==> config.mk <==
export PLATFORM = sky130hd
export DESIGN_NAME = reg_file_sb
export DESIGN_NICKNAME = d
export VERILOG_FILES = /design/src/rtl/reg_file_sb.sv
export SDC_FILE = /design/constraint.sdc
export NUM_CORES = 1
export LEC_CHECK = 0
export ABC_AREA = 1
export BUFFER_PORTS_ARGS = -buffer_cell sky130_fd_sc_hd__buf_2
export CELL_PAD_IN_SITES_DETAIL_PLACEMENT = 0
export CELL_PAD_IN_SITES_GLOBAL_PLACEMENT = 2
export CORE_MARGIN = 2
export CORE_UTILIZATION = 36
export DETAILED_ROUTE_END_ITERATION = 12
export PLACE_DENSITY = 0.82
export SKIP_LAST_GASP = 1
export SLEW_MARGIN = 5
export SYNTH_ARGS = -nofsm -noshare
export SYNTH_HDL_FRONTEND = slang
export SYNTH_SLANG_ARGS = --single-unit
==> constraint.sdc <==
create_clock -name clk -period 13.09 [get_ports clk]
set_input_delay 1.9635 -clock clk [delete_from_list [all_inputs] [get_ports clk]]
set_output_delay 1.9635 -clock clk [all_outputs]
set_load 0.01 [all_outputs]
==> src/rtl/reg_file_sb.sv <==
// reg_file_sb: parametrised register file with DEPTH = 2**ADDR_W entries.
// It has RD_PORTS registered read ports, two write ports and a busy
// scoreboard bit per register. Decode reserves a destination register,
// which marks it busy. A writeback to that register releases it.
//
// Optional feature: define RF_BYPASS_EN to forward same-cycle write data
// and ready status to the read ports. When it is undefined, reads return
// the stored pre-write value and the pre-edge busy status.
//
// Ports:
//   clk, rst        clock, asynchronous active-high reset
//   rd_addr         packed read addresses, port p at [p*ADDR_W +: ADDR_W]
//   rd_data         registered read data, port p at [p*DATA_W +: DATA_W]
//   rd_ready        registered per-port flag: 1 = register not busy
//   w_enable1/addr1/d1writeback   write port 1
//   w_enable2/addr2/d2writeback   write port 2 (wins on address collision)
//   rsv_en/rsv_addr reservation request
//   rsv_ok          combinational grant for the current reservation
//   busy_cnt        registered count of busy registers (0..DEPTH)
module reg_file_sb #(
  parameter int unsigned DATA_W   = 16,
  parameter int unsigned ADDR_W   = 4,
  parameter int unsigned RD_PORTS = 2
) (
  input  logic                         clk,
  input  logic                         rst,
  input  logic [RD_PORTS*ADDR_W-1:0]   rd_addr,
  output logic [RD_PORTS*DATA_W-1:0]   rd_data,
  output logic [RD_PORTS-1:0]          rd_ready,
  input  logic                         w_enable1,
  input  logic [ADDR_W-1:0]            addr1,
  input  logic [DATA_W-1:0]            d1writeback,
  input  logic                         w_enable2,
  input  logic [ADDR_W-1:0]            addr2,
  input  logic [DATA_W-1:0]            d2writeback,
  input  logic                         rsv_en,
  input  logic [ADDR_W-1:0]            rsv_addr,
  output logic                         rsv_ok,
  output logic [ADDR_W:0]              busy_cnt
);

  localparam int unsigned DEPTH = 2 ** ADDR_W;
  localparam int unsigned CNT_W = ADDR_W + 1;

  logic [DATA_W-1:0] r_regs [DEPTH];
  logic [DEPTH-1:0]  r_busy;
  logic [CNT_W-1:0]  r_busy_cnt;

  logic              w_rel_rsv;
  logic              w_rsv_ok;
  logic [DEPTH-1:0]  w_busy_nxt;
  logic [CNT_W-1:0]  w_cnt_nxt;

  // Reservation grant: the register is free, or it is released in this cycle.
  always_comb begin
    w_rel_rsv = (w_enable1 && (addr1 == rsv_addr)) ||
                (w_enable2 && (addr2 == rsv_addr));
    w_rsv_ok  = rsv_en && (!r_busy[rsv_addr] || w_rel_rsv);
  end

  assign rsv_ok = w_rsv_ok;

  // Next busy vector: releases first, then the grant, so reserve-on-release ends busy.
  always_comb begin
    w_busy_nxt = r_busy;
    if (w_enable1) w_busy_nxt[addr1] = 1'b0;
    if (w_enable2) w_busy_nxt[addr2] = 1'b0;
    if (w_rsv_ok)  w_busy_nxt[rsv_addr] = 1'b1;
    w_cnt_nxt = '0;
    for (int i = 0; i < DEPTH; i++) begin
      w_cnt_nxt = w_cnt_nxt + CNT_W'(w_busy_nxt[i]);
    end
  end

  // Storage array. Port 2 is assigned last, so its data wins on a collision.
  always_ff @(posedge clk or posedge rst) begin
    if (rst) begin
      for (int i = 0; i < DEPTH; i++) begin
        r_regs[i] <= '0;
      end
    end else begin
      if (w_enable1) r_regs[addr1] <= d1writeback;
      if (w_enable2) r_regs[addr2] <= d2writeback;
    end
  end

  // Scoreboard bits and their population count, updated together.
  always_ff @(posedge clk or posedge rst) begin
    if (rst) begin
      r_busy     <= '0;
      r_busy_cnt <= '0;
    end else begin
      r_busy     <= w_busy_nxt;
      r_busy_cnt <= w_cnt_nxt;
    end
  end

  assign busy_cnt = r_busy_cnt;

  // Independent read ports, each with one cycle of latency.
  for (genvar p = 0; p < RD_PORTS; p++) begin : g_rd
    logic [ADDR_W-1:0] w_ra;
    logic [DATA_W-1:0] w_d;
    logic              w_rdy;
    logic [DATA_W-1:0] r_d;
    logic              r_rdy;

    assign w_ra = rd_addr[p*ADDR_W +: ADDR_W];

    always_comb begin
      w_d   = r_regs[w_ra];
      w_rdy = !r_busy[w_ra];
`ifdef RF_BYPASS_EN
      // Forward the same-cycle write. Port 2 has priority, the same as for the array.
      if (w_enable2 && (addr2 == w_ra)) begin
        w_d   = d2writeback;
        w_rdy = !(w_rsv_ok && (rsv_addr == w_ra));
      end else if (w_enable1 && (addr1 == w_ra)) begin
        w_d   = d1writeback;
        w_rdy = !(w_rsv_ok && (rsv_addr == w_ra));
      end
`endif
    end

    always_ff @(posedge clk or posedge rst) begin
      if (rst) begin
        r_d   <= '0;
        r_rdy <= 1'b0;
      end else begin
        r_d   <= w_d;
        r_rdy <= w_rdy;
      end
    end

    assign rd_data[p*DATA_W +: DATA_W] = r_d;
    assign rd_ready[p]                 = r_rdy;
  end

endmodule

==> impl_metrics.json <==
{
  "grt_use_total_pct": 31.41,
  "root_buffer": "clkbuf_16",
  "worstMarginPinSlew_ns": 1.318,
  "met1_usage_pct": 40.92,
  "yosysWarnings": 0,
  "drc": 0,
  "use_met3_pct": 5.511,
  "power_frac_seq_pct": 38.7,
  "synthesis.nets": 2743,
  "fp.dieW_um": 234.5,
  "worstPathCellList": "buf_2 > inv_1 > nor2_4 > nand2_2 > nor2_2 > inv_2 > nand3_1 > nand2_1 > fa_1 > fa_1 > inv_1 > fa_1 > inv_1 > fa_1 > ha_1 > fa_1 > xor2_1",
  "combPwrFrac_pct": 27.5,
  "port_buffers": 96,
  "clock-sinks": 311,
  "synth_area_leaders": "dfrtp_1 (41%), o21ai_0 (10%), nand2_1 (8.5%)",
  "yosysTopAreaCell": "dfrtp_1",
  "irDropWorstVdd_uv": 191.1,
  "crit_arrival_ns": 8.05,
  "clk-insertion-delay-late_ns": 0.56,
  "min-delay-start": "r_busy[2]",
  "antenna_found_initial": 17,
  "layoutNonFillerInstCount": 3309,
  "cpMostUsedCell": "fa_1",
  "dp_slack_ns": 4.948,
  "top_usage_layer": "met2",
  "skew_ns": 0.01601,
  "final_cell_mix": "nand2_1 (431), o21ai_0 (384), dfrtp_1 (311)",
  "hold_buffers": 0,
  "worstPathRequired_ns": 13.53,
  "cp_top_family": "adder cells",
  "rsz0062_at_grt": "false",
  "postLayoutSetupSlackWorst_ns": 5.477,
  "initial_core_util_pct": 36.40,
  "io_pins": 97,
  "die-height_um": 234.5,
  "period_share_pct": 58.16,
  "dr_total_vias": 20050,
  "finalSetupTns_ns": 0,
  "htree_levels": 2,
  "area_growth_syn_to_layout_pct": 10.90,
  "layout.nets": 2654,
  "grt_pass1_vias": 18570,
  "hp-class": "register to register",
  "critPathLaunchType": "primary input",
  "final_common_cell": "nand2_1",
  "leakagePower_uw": 0.009534,
  "dpl_cell_area_sq_um": 19810,
  "synth_cell_types": 29,
  "grt_max_degree": 112,
  "routedWlPerCell_um": 26.16,
  "synth_top_cell_area_share_pct": 40.69,
  "maxCapViolations": 0,
  "max_freq_ghz": 0.1314,
  "p_sw_uw": 1222,
  "internal-power_uw": 2255,
  "grt_remaining_overflow": 0,
  "hold_violations": 0,
  "outcome": "finished clean",
  "core_area_sq_um": 52550,
  "placed_cells": 3229,
  "hpwl_mm": 52.66,
  "layout_min_cycle_time_ns": 7.613,
  "p_clk_share_pct": 33.8,
  "nFillCells": 5460,
  "post_route_cells_drive_above_1_share_pct": 8.659,
  "row_count": 84,
  "rr_startpoint": "r_busy[2]",
  "syn_inst": 2671,
  "end_kind": "register",
  "worstPathMaxFanout": 35,
  "ant_nets": 0,
  "wirelength_mm": 86.55,
  "gp_congestion": 0.8888,
  "clkSlewWorstSetupHoldPaths_ns": 0.06,
  "netlist_area_sq_um": 19130,
  "critPathMaxStageDelay_ns": 0.80,
  "syn_area_per_cell_sq_um": 7.161,
  "fin_area_sq_um": 21210,
  "cp-startpoint": "addr1[3]",
  "numCtsBuffers": 39,
  "firstDrtPassIters": 10,
  "critical_path_class": "primary input to register",
  "fin_util_pct": 40.36,
  "sw_frac_of_total_pct": 35.15,
  "drv_slew": 0,
  "post-cts-setup-buffers": 0,
  "maxSlewHeadroom_pct": 11.81,
  "dieArea_sq_um": 54990,
  "grt_use_met2_pct": 50.30,
  "ys_ff_latch": 311,
  "tritoncts": "yes",
  "clockBufferDepth": 3,
  "critical_path_buf_inv_count": 5,
  "seq_area_frac_synth_pct": 40.69,
  "viasPerCell": 6.058,
  "drt-initial-drc-count": 2821,
  "slowest_stage": "nor2_2",
  "setup_viol": 0,
  "grt_pass1_wl_mm": 126.5,
  "cts-resized-gates": 0,
  "p_per_area_nw_per_um2": 164.0
}
[area by class of cell]
| type | instances | area [sq um] | area share [%] |
|---|---|---|---|
| repair buffers | 139 | 820.8 | 3.870 |
| flip-flops and latches | 311 | 7782 | 36.69 |
| clock inverters | 18 | 229.0 | 1.080 |
| inverters | 205 | 777.0 | 3.663 |
| diodes | 11 | 27.53 | 0.1298 |
| multi-input cells | 1886 | 9569 | 45.12 |
| clock buffers | 51 | 1144 | 5.392 |
| well taps | 688 | 860.8 | 4.059 |
[per-layer routing]
layer / wire length [um] / part of all wire, %
met1: 35790 / 41
met2: 39710 / 46
met4: 4157 / 4.8
met5: 35 / 0.040
met3: 6866 / 7.9
[tightest hold or removal path: stages, from the launching register on]
cell	delay (ns)
dfrtp_1	0.33
nand3_1	0.08
nand2_1	0.09
[state kept, by name (all words and copies together) (netlist names)]
register	flops
r_busy	16
g_rd.r_rdy	2
r_regs	256
busy_cnt	5
g_rd.r_d	32
[synthesized netlist by cell type]
master    count
nand2_1     431
o21ai_0     384
dfrtp_1     311
a21oi_1     244
nor2_1      228
clkbuf_1    212
nand3_1     204
inv_1       196
a31oi_1     117
o211ai_1    104
o22ai_1      67
o221ai_1     51
buf_1        31
buf_2        24
nor3_1       17
o21ai_1      11
fa_1         10
clkinv_1      5
ha_1          5
inv_2         4
nor2_2        3
buf_4         2
nor3_2        2
xnor2_1       2
xor2_1        2
a21boi_0      1
nand2_2       1
nor2_4        1
o21ai_2       1
[through the flow]
step	total power (uW)	hold WS, ns
finish	3478	0.5466
global route	3687	0.5718
CTS	3482	0.5510
detailed placement	2300	0.5409
global placement	2281	0.5367
floorplan	1993	0.5013
[path summary, 6_finish.rpt]
check	depth (start not counted)	slack, ns	end
setup / recovery	17	5.48	busy_cnt[2]
hold / removal	2	0.55	r_busy[2]
setup reg to reg	18	8.24	busy_cnt[2]
hold reg to reg	2	0.55	r_busy[2]
max in group asynchronous	5	8.80	r_regs[193]
min in group asynchronous	2	1.44	r_regs[41]
[cell families after synthesis]
logic type	Yosys count	share of synthesized area [%]
flops	311	40.69
simple gates	887	19.01
compound gates	980	29.24
buf+inv	474	9.499
xor+xnor	4	0.1832
fa+ha+maj	15	1.374
[power groups by stage]
stage	clock network [uW]	registers, uW	logic, uW
after floorplan	0	1320	676
after global placement	0	1350	928
after detailed placement	0	1350	945
after CTS	1190	1340	954
after global routing	1230	1370	1090
final	1180	1350	957
No activity file was read; power rests on OpenSTA's default activity.
